--- src/rtl/calc_pkg.sv ---
// Shared key-code map, state encoding and operand arithmetic for the calculator entry block.
// Latency: n/a (constants and pure functions only).
// Backpressure: n/a.
package calc_pkg;

    localparam int OPND_W = 7;

    // Full 4-bit keypad map: digits, three operators, no-op, equals, clear.
    typedef enum logic [3:0] {
        KEY_0   = 4'd0,
        KEY_1   = 4'd1,
        KEY_2   = 4'd2,
        KEY_3   = 4'd3,
        KEY_4   = 4'd4,
        KEY_5   = 4'd5,
        KEY_6   = 4'd6,
        KEY_7   = 4'd7,
        KEY_8   = 4'd8,
        KEY_9   = 4'd9,
        OP_ADD  = 4'd10,
        OP_SUB  = 4'd11,
        OP_MUL  = 4'd12,
        OP_NOP  = 4'd13,
        KEY_EQ  = 4'd14,
        KEY_CLR = 4'd15
    } key_t;

    // State encoding doubles as the phase seen by the display mux.
    typedef enum logic [1:0] {
        ENTER_A = 2'd0,
        ENTER_B = 2'd1,
        RESULT  = 2'd2
    } state_t;

    function automatic logic is_digit(input logic [3:0] k);
        return k <= KEY_9;
    endfunction

    function automatic logic is_op(input logic [3:0] k);
        return (k >= OP_ADD) && (k <= OP_MUL);
    endfunction

    // Shift one decimal digit into an operand. The product is formed wide and
    // cut back to the operand width; with two digits it never exceeds 99.
    function automatic logic [OPND_W-1:0] acc_digit(input logic [OPND_W-1:0] v,
                                                     input logic [3:0]        d);
        logic [10:0] t;
        t = {4'd0, v} * 11'd10 + {7'd0, d};
        return t[OPND_W-1:0];
    endfunction

endpackage

--- src/rtl/calc_entry_key_edge.sv ---
// Turns the level key_down into a single press pulse on its rising edge; re-arms only after key_down is seen low.
// Latency: combinational pulse, valid in the cycle key_down first reads high.
// Backpressure: none; a press is reported whether or not anyone acts on it.
module key_edge (
    input  logic clk,
    input  logic rst,
    input  logic key_down,
    output logic press
);

    logic key_q;
    logic armed;

    // Previous key level, plus an arm flag so a key held across reset release
    // does not count until it has been let go once.
    always_ff @(posedge clk or posedge rst) begin
        if (rst) begin
            key_q <= 1'b0;
            armed <= 1'b0;
        end else begin
            key_q <= key_down;
            armed <= armed | ~key_down;
        end
    end

    // Rising edge of the key level, gated by the arm flag.
    always_comb begin
        press = key_down & ~key_q & armed;
    end

endmodule

--- src/rtl/calc_entry.sv ---
// Keypad entry FSM: builds two decimal operands, latches an operator and issues it on equals.
// Latency: every output reflects a press at the same clock edge that detects it (1 cycle from key rise).
// Backpressure: none; keys are consumed as pressed, illegal keys for the current state are dropped.
module calc_entry
    import calc_pkg::*;
#(
    parameter int MAX_DIGITS = 2
) (
    input  logic              clk,
    input  logic              rst,
    input  logic [3:0]        key_code,
    input  logic              key_down,
    output logic [OPND_W-1:0] In1,
    output logic [OPND_W-1:0] In2,
    output logic [3:0]        keyboard,
    output logic              result_valid,
    output logic [1:0]        phase,
    output logic [OPND_W-1:0] disp_value
);

    localparam int CNT_W = $clog2(MAX_DIGITS + 1);
    localparam logic [CNT_W-1:0] CNT_MAX = CNT_W'(MAX_DIGITS);
    localparam logic [CNT_W-1:0] CNT_ONE = CNT_W'(1);

    state_t           state;
    logic [CNT_W-1:0] cnt1;
    logic [CNT_W-1:0] cnt2;
    logic [3:0]       op;
    logic             press;
    logic             k_digit;
    logic             k_op;

    key_edge u_key_edge (
        .clk      (clk),
        .rst      (rst),
        .key_down (key_down),
        .press    (press)
    );

    // Classify the key being sampled this cycle.
    always_comb begin
        k_digit = is_digit(key_code);
        k_op    = is_op(key_code);
    end

    // Entry state machine; operands, op, keyboard and result_valid all registered here.
    always_ff @(posedge clk or posedge rst) begin
        if (rst) begin
            state        <= ENTER_A;
            In1          <= '0;
            In2          <= '0;
            cnt1         <= '0;
            cnt2         <= '0;
            op           <= OP_NOP;
            keyboard     <= OP_NOP;
            result_valid <= 1'b0;
        end else begin
            result_valid <= 1'b0;
            if (press) begin
                if (key_code == KEY_CLR) begin
                    state    <= ENTER_A;
                    In1      <= '0;
                    In2      <= '0;
                    cnt1     <= '0;
                    cnt2     <= '0;
                    op       <= OP_NOP;
                    keyboard <= OP_NOP;
                end else begin
                    unique case (state)
                        ENTER_A: begin
                            if (k_digit) begin
                                if (cnt1 < CNT_MAX) begin
                                    In1  <= acc_digit(In1, key_code);
                                    cnt1 <= cnt1 + CNT_ONE;
                                end
                            end else if (k_op) begin
                                // An empty first operand is legal and reads as zero.
                                op    <= key_code;
                                In2   <= '0;
                                cnt2  <= '0;
                                state <= ENTER_B;
                            end
                        end
                        ENTER_B: begin
                            if (k_digit) begin
                                if (cnt2 < CNT_MAX) begin
                                    In2  <= acc_digit(In2, key_code);
                                    cnt2 <= cnt2 + CNT_ONE;
                                end
                            end else if (k_op) begin
                                // Operator may still be changed until In2 gets a digit.
                                if (cnt2 == '0) begin
                                    op <= key_code;
                                end
                            end else if (key_code == KEY_EQ) begin
                                if (cnt2 != '0) begin
                                    state        <= RESULT;
                                    keyboard     <= op;
                                    result_valid <= 1'b1;
                                end
                            end
                        end
                        RESULT: begin
                            // A digit starts a fresh calculation with that digit as In1.
                            if (k_digit) begin
                                In1      <= {{(OPND_W-4){1'b0}}, key_code};
                                cnt1     <= CNT_ONE;
                                In2      <= '0;
                                cnt2     <= '0;
                                state    <= ENTER_A;
                                keyboard <= OP_NOP;
                            end
                        end
                        default: begin
                            state    <= ENTER_A;
                            keyboard <= OP_NOP;
                        end
                    endcase
                end
            end
        end
    end

    // Phase mirrors the state; the display follows whichever operand is live.
    always_comb begin
        phase      = state;
        disp_value = (state == ENTER_A) ? In1 : In2;
    end

endmodule
--- config.mk ---
export PLATFORM = sky130hd
export DESIGN_NAME = calc_entry
export DESIGN_NICKNAME = d
export VERILOG_FILES = /design/src/rtl/calc_pkg.sv /design/src/rtl/calc_entry_key_edge.sv /design/src/rtl/calc_entry.sv
export SDC_FILE = /design/constraint.sdc
export NUM_CORES = 1
export LEC_CHECK = 0
export ABC_AREA = 1
export BUFFER_PORTS_ARGS = -buffer_cell sky130_fd_sc_hd__buf_2
export CAP_MARGIN = 25
export CORE_AREA = 3 3 99 72
export CTS_CLUSTER_SIZE = 10
export DETAILED_ROUTE_END_ITERATION = 8
export DIE_AREA = 0 0 102 75
export SLEW_MARGIN = 30
export SYNTH_ARGS = -nofsm -noshare
export SYNTH_HDL_FRONTEND = slang
export SYNTH_HIERARCHICAL = 1
export SYNTH_SLANG_ARGS = --single-unit
--- constraint.sdc ---
create_clock -name clk -period 2.7 [get_ports clk]
set_input_delay 0.405 -clock clk [delete_from_list [all_inputs] [get_ports clk]]
set_output_delay 0.405 -clock clk [all_outputs]
set_load 0.01 [all_outputs]
==> flow_summary.yaml <==
logic_synthesis:
  synth-async-reset-ratio_pct: 100
  netlist_instances: 308
  synth_nets: 338
  yosys.area.top_type: "dfrtp_1"
  netlist_top_cells_area: "dfrtp_1 27%, nand2_1 18%, ha_1 10%"
  synth_seq_area_share_pct: 33.2
  synth-edff-count: 0
  syn_avg_cell_area_um2: 7.66
  synth_top_area_share_pct: 26.5
  syn_area_um2: 2360
  ys.flop_type: "dfrtp_1"
  ys_types: 35
  ys_warn_count: 6
  synth-seq-cells: 31
sta:
  max_freq_mhz: 428
  layout_min_cycle_time_ns: 2.33
  tns_ns: 0
  min_period_over_period_pct: 86.5
  finClkSkew_ns: 0.00600
  setup_viol: 0
  rsz0062_at_grt: "no"
  drv_slew: 0
  hold_viol: 0
  holdWs_ns: 0.256
  worst_slew_margin_rel_pct: 72.6
  finalWorstSetupSlack_ns: 0.366
  tightest_slew_ns: 0.412
min_path:
  hold_path.class: "in -> reg"
  min-delay-start: "key_down"
  hold_path_depth: 1
setup_path:
  critPathLaunchType: "flip-flop"
  worstSetupEndpoint: "disp_value[2]"
  end_kind: "output port"
  cp_max_fo: 12
  rr_startpoint: "In2[1]"
  cp.arrival_ns: 1.93
  timing.rr.end: "In2[6]"
  crit_start: "phase[0]"
  timing_worst_setup_path_type: "reg -> out"
  worst-r2r-setup-slack_ns: 0.50
  crit_required_ns: 2.30
  ff2ff_path_depth: 12
power_and_ir_drop:
  p_leak_nw: 1.51
  power.density_nw_per_um2: 1180
  worst_ir_drop_vdd_uv: 408
route:
  drt-total-wl_um: 5650
  postRouteAntennaNets: 0
  drc: 0
  dr.first_iter.drc_count: 89
  viasPerCell: 4.78
  route.detailed.wl_per_inst_um: 13.2
  num_vias: 2041
  first_pass_iters: 4
run:
  cap_violations: 0
floorplanning:
  die_w_um: 102
  rows: 24
  io_pins: 35
  dieArea_um2: 7650
  core_area_um2: 6250
  start_util_pct: 37.8
  die_h_um: 75
global_route:
  antenna_found_initial: 0
  grt_overflow_total: 0
  grt_usage_pct: 15.9
  grt_max_degree: 30
  grt_first_pass_wirelength_um: 9440
  first_global_vias: 1931
clock_tree:
  clockBufferDepth: 2
  cts_tree: "done"
  cts_buffers: 5
  clk_pin_slew_ns: 0.07
  htreeDepth: 2
  cts_sinks: 31
  clock-root-buffer: "clkbuf_8"
  cts_resized: 0
  clock_latency_ns: 0.29
placed_design:
  portBuffers: 34
  dp_hpwl_um: 4220
  place_congestion: 0.777
  dp_slack_ns: 0.530
cells_and_area:
  final_nets: 378
  filler_cell_count: 664
  diodes: 0
  drive_gt1_share_pct: 22.3
  area_growth_pct: 15.5
  utilization_pct: 43.6
status:
  status: "complete, no violations"
cell usage after synthesis (2+ instances only):
| cell | instances |
|---|---|
| a21oi_1 | 5 |
| buf_6 | 2 |
| clkbuf_1 | 2 |
| dfrtp_1 | 25 |
| dfstp_2 | 6 |
| fa_1 | 4 |
| ha_1 | 19 |
| inv_1 | 35 |
| inv_2 | 2 |
| nand2_1 | 113 |
| nand2_2 | 7 |
| nand3_1 | 13 |
| nand3_2 | 3 |
| nor2_1 | 22 |
| nor2_2 | 4 |
| nor2_4 | 2 |
| nor2_8 | 3 |
| nor3_1 | 2 |
| o21ai_0 | 8 |
| o21ai_1 | 9 |
| xnor2_1 | 2 |
| xor2_1 | 7 |
metal layers:
metal,share of wire [%],track usage (%),vias up,wire length [µm]
li1,-,-,1044,-
met3,5.3,3.61,5,299
met1,54,24.2,952,3060
met5,0,0,-,0
met4,0.55,2.18,0,31
met2,40,23.5,40,2260
report_power, final:
group	switching, mW	internal, mW
Combinational	1.17	0.751
Sequential	0.192	0.671
Clock	0.191	0.232
Total	1.55	1.65
layout by cell type, fill, tap and decap left out, types with 2 or more instances in the layout:
master	n
nor2_2	4
clkbuf_8	7
nand3_1	13
nand2_1	113
xor2_1	7
buf_4	2
nand3_2	3
buf_2	34
nand2_2	7
fa_1	4
dfstp_2	6
dfrtp_1	25
ha_1	19
nor2_8	3
nor2_4	2
o21ai_1	9
xnor2_1	2
o21ai_0	8
nor2_1	22
nor3_1	2
inv_1	35
inv_2	2
a21oi_1	5
flip-flops by register name (all words and copies together) (netlist names):
register / cells
phase: 2
result_valid: 1
u_key_edge/key_q: 1
In1: 7
cnt1: 2
cnt2: 2
keyboard: 4
op: 4
u_key_edge/armed: 1
In2: 7
worst min-delay path by stage:
stage	to
final	u_key_edge/key_q
after CTS	u_key_edge/key_q
after global routing	u_key_edge/key_q
after floorplan	u_key_edge/armed
after detailed placement	u_key_edge/armed
after global placement	u_key_edge/armed
per-stage QoR:
| step | area (µm²) | total power, mW | std cells |
|---|---|---|---|
| 2_1_floorplan | 2360 | 2.27 | 308 |
| 3_3_place_gp | 2610 | 2.77 | 418 |
| 3_5_place_dp | 2610 | 2.80 | 418 |
| 4_1_cts | 2730 | 3.23 | 427 |
| 5_1_grt | 2730 | 3.55 | 427 |
| 6_report | 2730 | 3.21 | 427 |
worst max-delay path: stages, from the launching register on:
cell and delay (ns):
dfrtp_1 0.42, inv_1 0.12, ha_1 0.15, buf_4 0.18, clkinv_1 0.31, o21ai_0 0.28
buf_2 0.17
cell type report:
type                            count  area (µm²)  area share [%]
Clock buffer                        7        96.3            3.54
Clock inverter                      1        7.51           0.275
Inverter                           38         143            5.23
Multi-Input combinational cell    235        1400            51.5
Sequential cell                    31         783            28.7
Tap cell                           78        97.6            3.58
Timing Repair Buffer               37         195            7.16
timing repair:
action,in CTS,in global routing
endpoints found under the hold margin,2,0
hold buffers,1,0
buffers inserted,0,0
logic make-up after synthesis:
group	after synthesis	synth area share (%)
xor gates and xnor gates	9	3.34
adders and majority gates	23	13.5
DFF	31	33.2
buffers and inverters	42	7.32
AOI/OAI and AO/OA	27	6.31
and+or+nand+nor	176	36.3
No activity file was read; power rests on OpenSTA's default activity.
